==> config.mk <==
export PLATFORM = sky130hd
export DESIGN_NAME = frame_latch_reg
export DESIGN_NICKNAME = d
export VERILOG_FILES = /design/src/rtl/frame_latch_reg.sv
export SDC_FILE = /design/constraint.sdc
export NUM_CORES = 1
export LEC_CHECK = 0
export BUFFER_PORTS_ARGS = -buffer_cell sky130_fd_sc_hd__buf_2
export CORE_ASPECT_RATIO = 1.25
export CORE_MARGIN = 3
export CORE_UTILIZATION = 46
export DETAILED_ROUTE_END_ITERATION = 10
export HOLD_SLACK_MARGIN = 0.08
export PLACE_DENSITY = 0.77
export REMOVE_ABC_BUFFERS = 1
export SYNTH_ARGS = -nofsm -noshare
export SYNTH_HDL_FRONTEND = slang
export SYNTH_SLANG_ARGS = --single-unit
==> constraint.sdc <==
create_clock -name clk -period 2 [get_ports clk]
set_input_delay 0.2 -clock clk [delete_from_list [all_inputs] [get_ports clk]]
set_output_delay 0.2 -clock clk [all_outputs]
set_load 0.02 [all_outputs]
==> src/rtl/frame_latch_reg.sv <==
// Frame-synchronous control register: synchronises camera vsync, detects frame
// boundaries and latches d_in only at qualified frame starts.
module frame_latch_reg #(
  parameter int unsigned       WIDTH       = 8,
  parameter int unsigned       SYNC_STAGES = 2,
  parameter int unsigned       VSYNC_POL   = 1,
  parameter logic [WIDTH-1:0]  RESET_VAL   = '0,
  parameter int unsigned       CNT_W       = 16
) (
  input  logic             clk,
  input  logic             rst,
  input  logic             vsync_in,
  input  logic [WIDTH-1:0] d_in,
  input  logic [1:0]       mode,
  input  logic             arm,
  output logic [WIDTH-1:0] q,
  output logic             frame_start,
  output logic             frame_end,
  output logic             in_frame,
  output logic             armed,
  output logic             load,
  output logic [CNT_W-1:0] frame_count
);

  typedef enum logic [1:0] {
    MODE_CONT   = 2'b00,
    MODE_SINGLE = 2'b01
  } mode_e;

  localparam logic             BLANK   = (VSYNC_POL != 0);
  localparam logic [CNT_W-1:0] CNT_ONE = 1;

  logic [SYNC_STAGES-1:0] sync_r;
  logic                   edge_r;
  logic                   qualified;

  logic blank_now;
  logic blank_prev;
  logic start_edge;
  logic end_edge;
  logic fs_ok;
  logic do_load;

  always_comb begin
    blank_now  = (sync_r[SYNC_STAGES-1] == BLANK);
    blank_prev = (edge_r == BLANK);
    start_edge = blank_prev && !blank_now;
    end_edge   = !blank_prev && blank_now;
    fs_ok      = start_edge && qualified;
    do_load    = 1'b0;
    if (fs_ok) begin
      if (mode == MODE_CONT)
        do_load = 1'b1;
      else if (mode == MODE_SINGLE)
        do_load = armed;
    end
  end

  // Chain and edge register preset to blanking so reset never fabricates an edge.
  always_ff @(posedge clk) begin
    if (rst) begin
      sync_r <= {SYNC_STAGES{BLANK}};
      edge_r <= BLANK;
    end else begin
      sync_r <= {sync_r[SYNC_STAGES-2:0], vsync_in};
      edge_r <= sync_r[SYNC_STAGES-1];
    end
  end

  always_ff @(posedge clk) begin
    if (rst) begin
      qualified   <= 1'b0;
      frame_start <= 1'b0;
      frame_end   <= 1'b0;
      in_frame    <= 1'b0;
      armed       <= 1'b0;
      load        <= 1'b0;
      q           <= RESET_VAL;
      frame_count <= '0;
    end else begin
      frame_start <= fs_ok;
      frame_end   <= end_edge;
      load        <= do_load;
      if (end_edge)
        qualified <= 1'b1;
      if (fs_ok)
        in_frame <= 1'b1;
      else if (end_edge)
        in_frame <= 1'b0;
      if (do_load)
        q <= d_in;
      if (fs_ok)
        frame_count <= frame_count + CNT_ONE;
      // A new arm pulse outranks consumption by a coincident single-shot load.
      if (arm)
        armed <= 1'b1;
      else if (do_load && mode == MODE_SINGLE)
        armed <= 1'b0;
    end
  end

endmodule
---- Word level (Yosys, flattened, before mapping) ----
Index checks and enable logic that the tools add are counted.
W data, S select, Z words.
operators by class
  reductions and logical operators ........ 9
  muxes and demuxes ....................... 7
  eq/ne operators ......................... 1
  add/subtract/negate cells ............... 1
operators with widths
  operator                 count
  $add A16 B1 Y16 const B  1
  $mux W1                  7
  $logic_and A1 B1 Y1      4
  $reduce_bool A2 Y1       2
  $eq A2 B1 Y1 const B     1
  $logic_not A1 Y1         2
  $logic_not A2 Y1         1
storage, ports and cells
  bits in registers ....................... 33
  output and inout bits ................... 29
  logic and storage cells ................. 28
  bits of input ports ..................... 14

---- Depth between registers and ports, before layout ----
Gate-level depths: netlist of run 1.
  depth in word-level cells ............... 7
  depth in mapped cells ................... 5

---- Least setup slack after synthesis of run 1 ----
No wires, ideal clock.
  path kind ............................... reg-to-reg
  from .................................... reg frame_count[5]
  to ...................................... reg frame_count[15]
  stages on the path, launching flop included .. 5
  buffers on the path ..................... 0
  library setup time ...................... 0.070 ns
  data required time ...................... 1.930 ns
  path slack .............................. 0.107 ns
  clock period less this slack ............ 1.893 ns
  arrival ................................. 1.822 ns
  path through ............................ dfxtp_1 nand4_2 or4_4 or4_1 a21oi_1
on the way
  word-level cells in the longest chain between the ends .. 1
ends and longest elaborated chain
  what                      RTL line  source
  start: declaration        22        output logic [CNT_W-1:0] frame_count
  start signal: assignment  93        frame_count <= frame_count + CNT_ONE;
  $add A16 B1 Y16           93
No other way between the ends.
A chain may end at the register's enable or synchronous reset.

---- Worst setup path after layout of run 1 ----
  from .................................... reg frame_count[7]
  to ...................................... reg frame_count[15]
The elaborated chain is that of the path after synthesis.

==> results.cfg, run 1 <==
[critical_path]
cpPeakStageDelay_ps = 570
path_buf_inv = 0
path_cells = nand4_2 > or4_4 > or4_1 > a21oi_1
critPathTopFamily = simple AND/OR/NAND/NOR gates
crit_path_top_delay_cell = or4_4
setup.worst_path.end_class = flop
cp_max_fo = 5
cp.required_ps = 2260
arrival_ps = 2150
start_kind = flop
setup.worst_path.class = flop to flop

[sta]
setup-tns-final_ps = 0
max_clock_freq_ghz = 0.530
fin_crit_ps = 1890
tightest_slew_ps = 546
relSlewSlack_pct = 63.6
setup_ws_ps = 114
fin_worst_skew_ps = 3.66
finalCritPeriodShare_pct = 94.3
rsz0062_at_grt = false
maxSlewViolCount = 0
hold_viol = 0
finalSetupViolations = 0

[yosys]
synth_edf_count = 0
avgSynthCellArea_um2 = 9.47
synth-seq-cells = 33
ys.warnings.count = 0
seq_area_frac_synth_pct = 51.3
netlist_area_um2 = 1290
yosys_most_used_dff = dfxtp_1
synthCells = 136
synth_cell_types = 33
synth_async_sr_flop_share_pct = 0

[clocking]
clk_path_buf_depth = 2
cts_tree = done
cts_root_buf = clkbuf_4
cts_sinks = 33
h-tree-depth = 2
cts_buffers = 5
clkTransAtPathRegs_ps = 100
worstSkewPairLatency_ps = 330

[layout]
diodes = 0
layout-drive-gt1-share_pct = 33.2
layoutNonFillerInstCount = 220
nNetsFinal = 201
syn2layout_area_growth_pct = 26.2

[drt]
drt_iter0_drc = 16
drc = 0
vias = 1148
drt.antenna.violating_nets = 0
routed_via_density = 5.22
drt_wl_total_um = 2710
wl_per_cell_um = 12.3
wl_met1_um = 1110
drt_pass1_iterations = 4
met2WireLength_um = 1360
routed-wl-met3_um = 179
highest_layer = met4

[global_routing]
grtUsageTotal_pct = 18.1
antenna_found_initial = 0
overflow = 0
grt_pass1_wl_um = 4590
grt_max_degree = 34
grt_pass1_vias = 1070

[die]
rows = 20
dieArea_um2 = 3470
core_um2 = 2550
die_h_um = 65.2
ios = 43
start_util_pct = 50.4
dieWidth_um = 53.3

[pwr]
irDropWorstVdd_mv = 0.478
p_leak_nw = 0.685
power_density_nw_per_um2 = 654

[flow_run]
cap_violations = 0

[place]
placedCellCount = 209
port_buffers = 42
gp_congestion = 0.769
dpl_worst_slack_ps = 113
dp_hpwl_um = 1930

[worst_hold_path]
worstHoldPathType = input pin to flop

[outcome]
status = complete, no violations
## registers in the layout, summed over array words and instances, names as in the netlist
name	count
qualified	1
in_frame	1
q	8
frame_start	1
frame_end	1
blank_prev	1
sync_r	2
armed	1
frame_count	16
load	1
## tightest hold or removal path, stage by stage
cell	delay (ps)
buf_2	80
mux2i_1	50
nor2_1	70
## metrics by stage
step	cell area, um^2	utilization [%]	total power, W	hold WS, ps
final	1630	63.7	0.00106	98.8
after global routing	1630	63.7	0.00111	92.0
after CTS	1620	63.6	0.00108	84.1
after detailed placement	1540	60.4	0.000718	389
after global placement	1540	60.4	0.000716	380
after floorplan	1270	-	0.000693	269
## cells by family after synthesis
group | Yosys count | share of synthesized area, %
compound gates | 13 | 6.12
flops | 33 | 51.3
buf+inv | 10 | 2.91
simple gates | 60 | 24.9
mux | 9 | 7.00
xor+xnor | 10 | 6.80
fa+ha+maj | 1 | 0.972
## synth_stat cells (all sizes together) (4+ instances only)
| cell type | n | area (um^2) |
|---|---|---|
| dfxtp | 33 | 661 |
| xnor2 | 6 | 52.6 |
| nor2 | 22 | 82.6 |
| nor3 | 5 | 25.0 |
| nor4 | 4 | 25.0 |
| xor2 | 4 | 35.0 |
| nand2 | 6 | 22.5 |
| inv | 5 | 18.8 |
| mux2i | 9 | 90.1 |
| clkbuf | 4 | 15.0 |
| a21oi | 7 | 35.0 |
| nand3 | 6 | 30.0 |
## layout make-up
class,instances,area (um^2)
fill,234,927
tap,33,41.3
inverter,5,18.8
clock buffer,6,41.3
clock inverter,2,10.0
multi-input combinational,93,589
sequential,33,662
timing repair buffer,48,263
## layout by cell type (no fill, tap or decap), types with 2 or more instances in the layout
cell,n
dfxtp_1,32
inv_1,5
nand3_1,6
nand4_1,2
or2_2,3
nor2_1,22
dlygate4sd3_1,3
a21oi_1,7
clkinv_2,2
buf_2,42
nor3_1,5
nand2_1,6
xnor2_1,6
buf_4,3
mux2i_1,9
o21ai_0,2
clkbuf_4,5
xor2_1,4
nor4_1,4
## what timing repair did
item | in CTS | in global routing
resized for setup | 0 | 1
buffers inserted | 0 | 0
endpoints found under the hold margin | 3 | 0
endpoints found under the setup margin | 0 | 1
hold buffers | 3 | 0
## where the power goes
part / internal, W / switching (W)
clock: 0.000134 / 0.000222
sequential: 0.000662 / 0.00000335
combinational: 0.0000209 / 0.0000209
## per-layer routing
metal	GRT usage, %	vias up
met4	10.5	0
met5	0	-
met1	19.1	533
li1	-	570
met3	4.99	5
met2	31.0	40
## path summary, 6_finish.rpt
path,from,end,slack [ps],depth (start not counted)
worst min-delay path,d_in[2],q[2],100,3
worst max register to register,frame_count[7],frame_count[15],110,4
worst max-delay path,frame_count[7],frame_count[15],110,4
worst min register to register,sync_r[0],sync_r[1],420,1
No activity file was read; power rests on OpenSTA's default activity.
==> run 2, diff against run 1 <==
==> constraint.sdc (replaced) <==
create_clock -name clk -period 2 [get_ports clk]
set_input_delay 0.4 -clock clk [delete_from_list [all_inputs] [get_ports clk]]
set_output_delay 0.4 -clock clk [all_outputs]
set_load 0.02 [all_outputs]
==> run 2 against run 1 <==
Clock skew about the same. Die area is the same. Cell count decreased by 1.4%. Via count is 1.1% lower. Combinational power fell by 11%. First-iteration DRC count stayed put.
==> results.cfg, run 2 (same netlist as run 1, synthesis figures left out) <==
[critical_path]
setup.worst_path.end_class = flop
regToRegSetupSlack_ps = 110
cpPeakStageDelay_ps = 570
cp_max_fo = 5
start_kind = flop
crit_path_top_delay_cell = or4_4
r2r_end = frame_count[15]
path_buf_inv = 0
path_cells = nand4_2 > or4_4 > or4_1 > a21oi_1
arrival_ps = 2150
r2r_start = frame_count[7]
cp.required_ps = 2260
ff2ff_path_depth = 4
setup.worst_path.class = flop to flop
critPathTopFamily = simple AND/OR/NAND/NOR gates

[layout]
syn2layout_area_growth_pct = 23.9
largestRegisters = frame_count (16), q (8), sync_r (2)
layout-drive-gt1-share_pct = 33.7
stdcell_area_um2 = 1600
final_common_cell = buf_2
largest_register_ffs = 16
layoutNonFillerInstCount = 217
fillers = 238
diodes = 0
nNetsFinal = 198
regMostFlops = frame_count
final_cell_mix = buf_2 (42), dfxtp_1 (32), nor2_1 (22), mux2i_1 (9), a21oi_1 (7)

[clocking]
h-tree-depth = 2
ctsResizeCount = 0
clkTransAtPathRegs_ps = 100
cts_root_buf = clkbuf_4
cts_buffers = 5
cts_hold_buffers = 0
cts_tree = done
clk_path_buf_depth = 2
cts_sinks = 33
postCtsSetupBuffers = 0
worstSkewPairLatency_ps = 330

[global_routing]
antenna_found_initial = 0
grt_pass1_vias = 1067
grt_max_degree = 34
grt_pass1_wl_um = 4570
met3_usage_pct = 4.99
overflow = 0
globalRouteMet1Util_pct = 18.9
grtUsageTotal_pct = 18.0
top_usage_layer = met2
grt_use_met2_pct = 30.8

[sta]
rsz0062_at_grt = false
fin_worst_skew_ps = 3.53
finalCritPeriodShare_pct = 94.3
finalSetupViolations = 0
relSlewSlack_pct = 63.8
fin_worst_hold_slack_ps = 232
setup_ws_ps = 114
fin_crit_ps = 1890
tightest_slew_ps = 543
hold_viol = 0
maxSlewViolCount = 0
max_clock_freq_ghz = 0.530
setup-tns-final_ps = 0

[place]
dpl_worst_slack_ps = 113
port_buffers = 42
placed_cell_area_um2 = 1540
placedCellCount = 209
dp_hpwl_um = 1930
gp_congestion = 0.769

[flow_run]
cap_violations = 0

[worst_hold_path]
min_to = load
holdPathStages = 2
worstHoldPathType = input pin to flop
min_from = mode[1]

[pwr]
power_density_nw_per_um2 = 663
irDropWorstVdd_mv = 0.475
p_leak_nw = 0.672

[drt]
drt_iter0_drc = 16
drt_pass1_iterations = 4
vias = 1135
drc = 0
drt_wl_total_um = 2670
wl_per_cell_um = 12.3
drt.antenna.violating_nets = 0
routed_via_density = 5.23

[die]
die_h_um = 65.2
ios = 43
rows = 20
dieWidth_um = 53.3
dieArea_um2 = 3470
core_um2 = 2550
start_util_pct = 50.4

[outcome]
status = complete, no violations
==> run 2: routing by layer <==
layer | up-vias | routed length (um)
met5 | - | 0
met2 | 39 | 1340
li1 | 564 | -
met1 | 527 | 1090
met3 | 5 | 181
met4 | 0 | 53
==> run 2: worst max path at each step <==
stage / slack [ps] / cells after the start / to / start
2_1_floorplan: -240 / 4 / armed / sync_r[1]
3_3_place_gp: 220 / 4 / frame_count[15] / frame_count[6]
3_5_place_dp: 110 / 4 / frame_count[15] / frame_count[6]
4_1_cts: 90 / 4 / frame_count[15] / frame_count[6]
5_1_grt: 30 / 4 / frame_count[15] / frame_count[7]
6_report: 110 / 4 / frame_count[15] / frame_count[7]
==> run 2: area by class of cell <==
class                           instances  area (um^2)  area share (%)
Multi-Input combinational cell         93          589            36.9
Timing Repair Buffer                   45          233            14.6
Tap cell                               33         41.3            2.59
Sequential cell                        33          662            41.5
Inverter                                5         18.8            1.18
Clock buffer                            6         41.3            2.59
Clock inverter                          2         10.0           0.627
==> run 2: where the power goes <==
part           internal, W  leakage, nW  switching (W)
clock network     0.000134       0.0320       0.000222
registers         0.000662        0.267     0.00000331
logic            0.0000171        0.373      0.0000200
total             0.000813        0.672       0.000245
==> run 2: stage by stage <==
stage	total power [W]	util, %
finish	0.00106	62.5
global route	0.00110	62.5
CTS	0.00107	62.5
detailed placement	0.000718	60.4
global placement	0.000716	60.4
floorplan	0.000693	-
